$ cat src/rtl/dtt_xbar_pkg.sv
// rtl/dtt_xbar_pkg.sv - shared crossbar word type, default width and saturating counter helper
package dtt_xbar_pkg;

    localparam int DTT_DATA_WIDTH = 32;
    localparam int DTT_SAT_WIDTH  = 64;

    typedef logic [DTT_DATA_WIDTH-1:0] dtt_word_t;

    // Callers zero-extend a counter of `width` bits to 64 and truncate the result back.
    function automatic logic [DTT_SAT_WIDTH-1:0] dtt_sat_inc(
        input logic [DTT_SAT_WIDTH-1:0] value,
        input int                       width
    );
        logic [DTT_SAT_WIDTH-1:0] max_val;
        max_val = (width >= DTT_SAT_WIDTH) ? '1
                : ((DTT_SAT_WIDTH'(1) << width) - DTT_SAT_WIDTH'(1));
        return (value >= max_val) ? max_val : value + DTT_SAT_WIDTH'(1);
    endfunction

endpackage

$ cat src/rtl/dtt_sync_fifo.sv
// rtl/dtt_sync_fifo.sv - first-word-fall-through FIFO storage with registered occupancy
module dtt_sync_fifo
    import dtt_xbar_pkg::*;
#(
    parameter  int DATA_WIDTH = DTT_DATA_WIDTH,
    parameter  int DEPTH      = 8,
    localparam int PTR_W      = $clog2(DEPTH),
    localparam int LVL_W      = PTR_W + 1
) (
    input  logic                  clk,
    input  logic                  rst,
    input  logic                  push,
    input  logic                  pop,
    input  logic [DATA_WIDTH-1:0] wdata,
    output logic [DATA_WIDTH-1:0] rdata,
    output logic [LVL_W-1:0]      level
);

    logic [DATA_WIDTH-1:0] mem [DEPTH];
    logic [PTR_W-1:0]      wr_ptr;
    logic [PTR_W-1:0]      rd_ptr;

    // Storage is deliberately left out of reset.
    always_ff @(posedge clk) begin
        if (push) begin
            mem[wr_ptr] <= wdata;
        end
    end

    always_ff @(posedge clk or posedge rst) begin
        if (rst) begin
            wr_ptr <= '0;
            rd_ptr <= '0;
            level  <= '0;
        end else begin
            if (push) begin
                wr_ptr <= wr_ptr + PTR_W'(1);
            end
            if (pop) begin
                rd_ptr <= rd_ptr + PTR_W'(1);
            end
            if (push && !pop) begin
                level <= level + LVL_W'(1);
            end else if (pop && !push) begin
                level <= level - LVL_W'(1);
            end
        end
    end

    assign rdata = mem[rd_ptr];

endmodule

$ cat src/rtl/dtt_egress_buffer.sv
// rtl/dtt_egress_buffer.sv - crossbar egress FIFO with overflow drop; DTT_EGRESS_DROP_STATS_EN builds drop statistics
module dtt_egress_buffer
    import dtt_xbar_pkg::*;
#(
    parameter int DATA_WIDTH     = DTT_DATA_WIDTH,
    parameter int DEPTH          = 8,
    parameter int AF_THRESH      = 6,
    parameter int DROP_CNT_WIDTH = 16
) (
    input  logic                        clk,
    input  logic                        rst,
    input  logic [DATA_WIDTH-1:0]       in_data,
    input  logic                        in_valid,
    output logic [DATA_WIDTH-1:0]       out_data,
    output logic                        out_valid,
    input  logic                        out_ready,
    output logic [$clog2(DEPTH):0]      level,
    output logic                        empty,
    output logic                        full,
    output logic                        almost_full,
    output logic [DROP_CNT_WIDTH-1:0]   drop_count,
    output logic                        drop_pulse
);

    localparam int LVL_W = $clog2(DEPTH) + 1;

    logic pop;
    logic push;

    // A full FIFO still accepts a word when the head leaves in the same cycle.
    assign pop  = out_valid && out_ready;
    assign push = in_valid && (!full || pop);

    dtt_sync_fifo #(
        .DATA_WIDTH (DATA_WIDTH),
        .DEPTH      (DEPTH)
    ) u_fifo (
        .clk   (clk),
        .rst   (rst),
        .push  (push),
        .pop   (pop),
        .wdata (in_data),
        .rdata (out_data),
        .level (level)
    );

    assign out_valid   = (level != '0);
    assign empty       = (level == '0);
    assign full        = (level == LVL_W'(DEPTH));
    assign almost_full = (level >= LVL_W'(AF_THRESH));

`ifdef DTT_EGRESS_DROP_STATS_EN
    logic drop;
    assign drop = in_valid && full && !pop;

    always_ff @(posedge clk or posedge rst) begin
        if (rst) begin
            drop_count <= '0;
            drop_pulse <= 1'b0;
        end else begin
            drop_pulse <= drop;
            if (drop) begin
                drop_count <= DROP_CNT_WIDTH'(dtt_sat_inc(DTT_SAT_WIDTH'(drop_count), DROP_CNT_WIDTH));
            end
        end
    end
`else
    assign drop_count = '0;
    assign drop_pulse = 1'b0;
`endif

endmodule
$ cat config.mk
export PLATFORM = sky130hd
export DESIGN_NAME = dtt_egress_buffer
export DESIGN_NICKNAME = d
export VERILOG_FILES = /design/src/rtl/dtt_xbar_pkg.sv /design/src/rtl/dtt_sync_fifo.sv /design/src/rtl/dtt_egress_buffer.sv
export SDC_FILE = /design/constraint.sdc
export NUM_CORES = 1
export LEC_CHECK = 0
export CORE_MARGIN = 2
export CORE_UTILIZATION = 57
export CTS_CLUSTER_DIAMETER = 40
export DETAILED_ROUTE_END_ITERATION = 12
export HOLD_SLACK_MARGIN = 0.1
export PLACE_DENSITY_LB_ADDON = 0.1
export SLEW_MARGIN = 20
export SYNTH_ARGS = -nofsm -noshare
export SYNTH_HDL_FRONTEND = slang
export SYNTH_SLANG_ARGS = --single-unit
$ cat constraint.sdc
create_clock -name clk -period 4.8 [get_ports clk]
set_clock_uncertainty 0.1 [all_clocks]
set_input_delay 0.96 -clock clk [delete_from_list [all_inputs] [get_ports clk]]
set_output_delay 0.96 -clock clk [all_outputs]
set_load 0.005 [all_outputs]
==> impl_metrics.csv <==
group,metric,value,unit
job,maxCapViolations,0,
grt,grt-ovfl-total,0,
synthesis,synth-seq-cells,266,
finish,seq_area,0.00794,mm^2
grt,grtUsageTotal,0.201,
drt,drt-initial-drc-count,268,
drt,viasPerCell,5.88,
clock_network,cts_setup_buffers,0,
clock_network,clock_sinks,266,
finish,multi_input_area,0.00238,mm^2
clock_network,worst_setup_hold_path_clk_slew,0.06,ns
placement,place_congestion,0.760,
critical_path,reg2reg_to,"u_fifo.level[3]",
finish,n_fill_cell,1101,
critical_path,critPathMaxFanout,28,
power_and_ir_drop,irDropWorstVdd,475,uV
clock_network,cts_resized,0,
drt,drtPass1Iterations,4,
clock_network,cts-hold-fix-buffers,0,
finish,area_growth,21.2,%
grt,grt_pass1_wl,29.6,mm
sta,fmax,247,MHz
run_status,status,"finished, final reports clean",
sta,tns,0,ns
power_and_ir_drop,fin_total_pwr,8.01,mW
drt,drc,0,
sta,rsz0062_at_grt,"no",
die,row_count,49,
clock_network,cts.path.max_buffers,3,
critical_path,crit_required,3.74,ns
sta,drv_slew,0,
synthesis,synth_edf_count,256,
die,ioPinCount,93,
clock_network,htree_levels,2,
critical_path,crit_end,"out_data[21]",
sta,finalHoldViolations,0,
clock_network,cts_buffers,34,
critical_path,cp-start-kind,"register",
power_and_ir_drop,p_leak,4.24,nW
drt,antenna_left,0,
critical_path,r2r-start,"u_fifo.level[0]",
sta,slew_headroom,0.316,
die,core_area,0.0180,mm^2
sta,period_share,0.842,
die,dieHeight,140,um
drt,post_drt_wl_per_cell,23.3,um
critical_path,end_kind,"output pin",
finish,stdcell_count,816,
synthesis,synth.avg_cell_area,23.2,um^2
synthesis,yosysMostFrequentCell,"edfxtp_1",
sta,setup_viol,0,
placement,numPlacedInstances,754,
grt,grt_start_max_net_pins,39,
clock_network,insertion_delay,0.49,ns
critical_path,reg2reg_setup_slack,1.65,ns
synthesis,syn_inst,452,
critical_path,path_class,"register to output pin",
worst_hold_path,hold_class,"register to register",
drt,totalWireLength,19.0,mm
grt,antenna_found_initial,1,
die,fp.dieW,140,um
synthesis,yosys.area.top_type,"edfxtp_1",
synthesis,synth.top_cell.area_share,0.732,
placement,hpwl,10.6,mm
clock_network,cts-root-buf,"clkbuf_16",
sta,min_period,4.04,ns
critical_path,cp.arrival,2.98,ns
placement,io_buffers,75,
synthesis,synth_area,0.0105,mm^2
critical_path,crit_start,"u_fifo.rd_ptr[0]",
finish,drive_gt1_frac,0.288,
die,die-area,0.0195,mm^2
synthesis,synth_top_cells_by_count,"edfxtp_1 (256), mux4_2 (44), mux2_2 (34)",
power_and_ir_drop,powerDensity,630,mW/mm^2
synthesis,synth.area.top_cells,"edfxtp_1 (73%), mux4_2 (9.4%), mux4_1 (5.0%)",
finish,num-nets-final,603,
drt,num_vias,4797,
synthesis,ys.flop_type,"edfxtp_1",
die,initial_core_util,0.582,
grt,grt_pass1_vias,5088,
synthesis,ys_seq_area_frac,0.756,
synthesis,yosys_warnings,0,
synthesis,yosys.cell_types.count,36,
synthesis,postSynth.asyncResetShare,0.0376,
critical_path,r2r_cells,9,
clock_network,cts_tree,"done",
sta,tightest_slew,1.03,ns
[per-stage QoR]
stage                     utilization  hold slack, ns  worst slack (ns)  cell area, um^2
final                           0.706           0.519             0.756            12700
after global routing            0.705           0.538             0.604            12700
after CTS                       0.705           0.511             0.693            12700
after detailed placement        0.641           0.494              1.20            11500
after global placement          0.641           0.484              1.25            11500
after floorplan                     -           0.420            0.0898            10600
[worst max-delay path: stages, from the launching register on]
cell	delay, ns
dfrtp_4	0.79
buf_12	0.31
mux4_1	0.58
mux2_2	0.31
clkdlybuf4s50_1	0.48
[logic make-up after synthesis]
kind of cell             synth area share
AO/OA/AOI/OAI                     0.00703
XOR/XNOR                          0.00501
adder cells (fa/ha/maj)           0.00787
buffers and inverters              0.0278
flip-flops                          0.756
multiplexers                        0.183
other                            0.000357
AND/OR/NAND/NOR                    0.0128
[layer usage]
layer,up-vias,part of all wire,GRT usage
li1,2108,-,-
met1,2519,0.43,0.284
met2,140,0.50,0.323
met3,30,0.050,0.0471
met4,0,0.018,0.0568
met5,-,0,0
[state kept, by name, summed over array words and instances, names as in the netlist]
| signal | flops |
|---|---|
| u_fifo.mem | 256 |
| u_fifo.level | 4 |
| u_fifo.wr_ptr | 3 |
| u_fifo.rd_ptr | 3 |
[cell usage in the layout, fill, tap and decap left out, drive strengths merged, types with 4 or more instances in the layout]
cell             n
bufinv           4
mux4            64
inv             12
conb            17
edfxtp         256
nor3             4
buf             18
ha               5
dfrtp           10
clkdlybuf4s50   75
mux2            35
clkinvlp         7
clkinv           8
clkbuf          35
xnor2            6
[where the power goes]
group	internal [mW]	total, mW	switching [mW]
sequential	2.93	3.25	0.318
clock	1.57	2.55	0.977
combinational	1.36	2.21	0.847
[how the worst min path moves through the flow]
stage                                  end              from  depth (start not counted)  slack [ns]
after global placement    u_fifo.wr_ptr[2]  u_fifo.wr_ptr[2]                          1        0.48
after CTS                  u_fifo.level[2]   u_fifo.level[2]                          2        0.51
after global routing      u_fifo.wr_ptr[2]  u_fifo.wr_ptr[2]                          1        0.54
after detailed placement   u_fifo.level[2]   u_fifo.level[2]                          2        0.49
after floorplan           u_fifo.wr_ptr[2]  u_fifo.wr_ptr[2]                          1        0.42
final                      u_fifo.level[2]   u_fifo.level[2]                          2        0.52
[final cells by class]
type | count | area share
well taps | 229 | 0.0225
flip-flops and latches | 266 | 0.625
repair buffers | 93 | 0.0726
diodes | 1 | 0.000197
clock buffers | 35 | 0.0689
multi-input cells | 161 | 0.187
clock inverters | 26 | 0.0228
inverters | 5 | 0.00148
(Power assumes the default switching activity.)
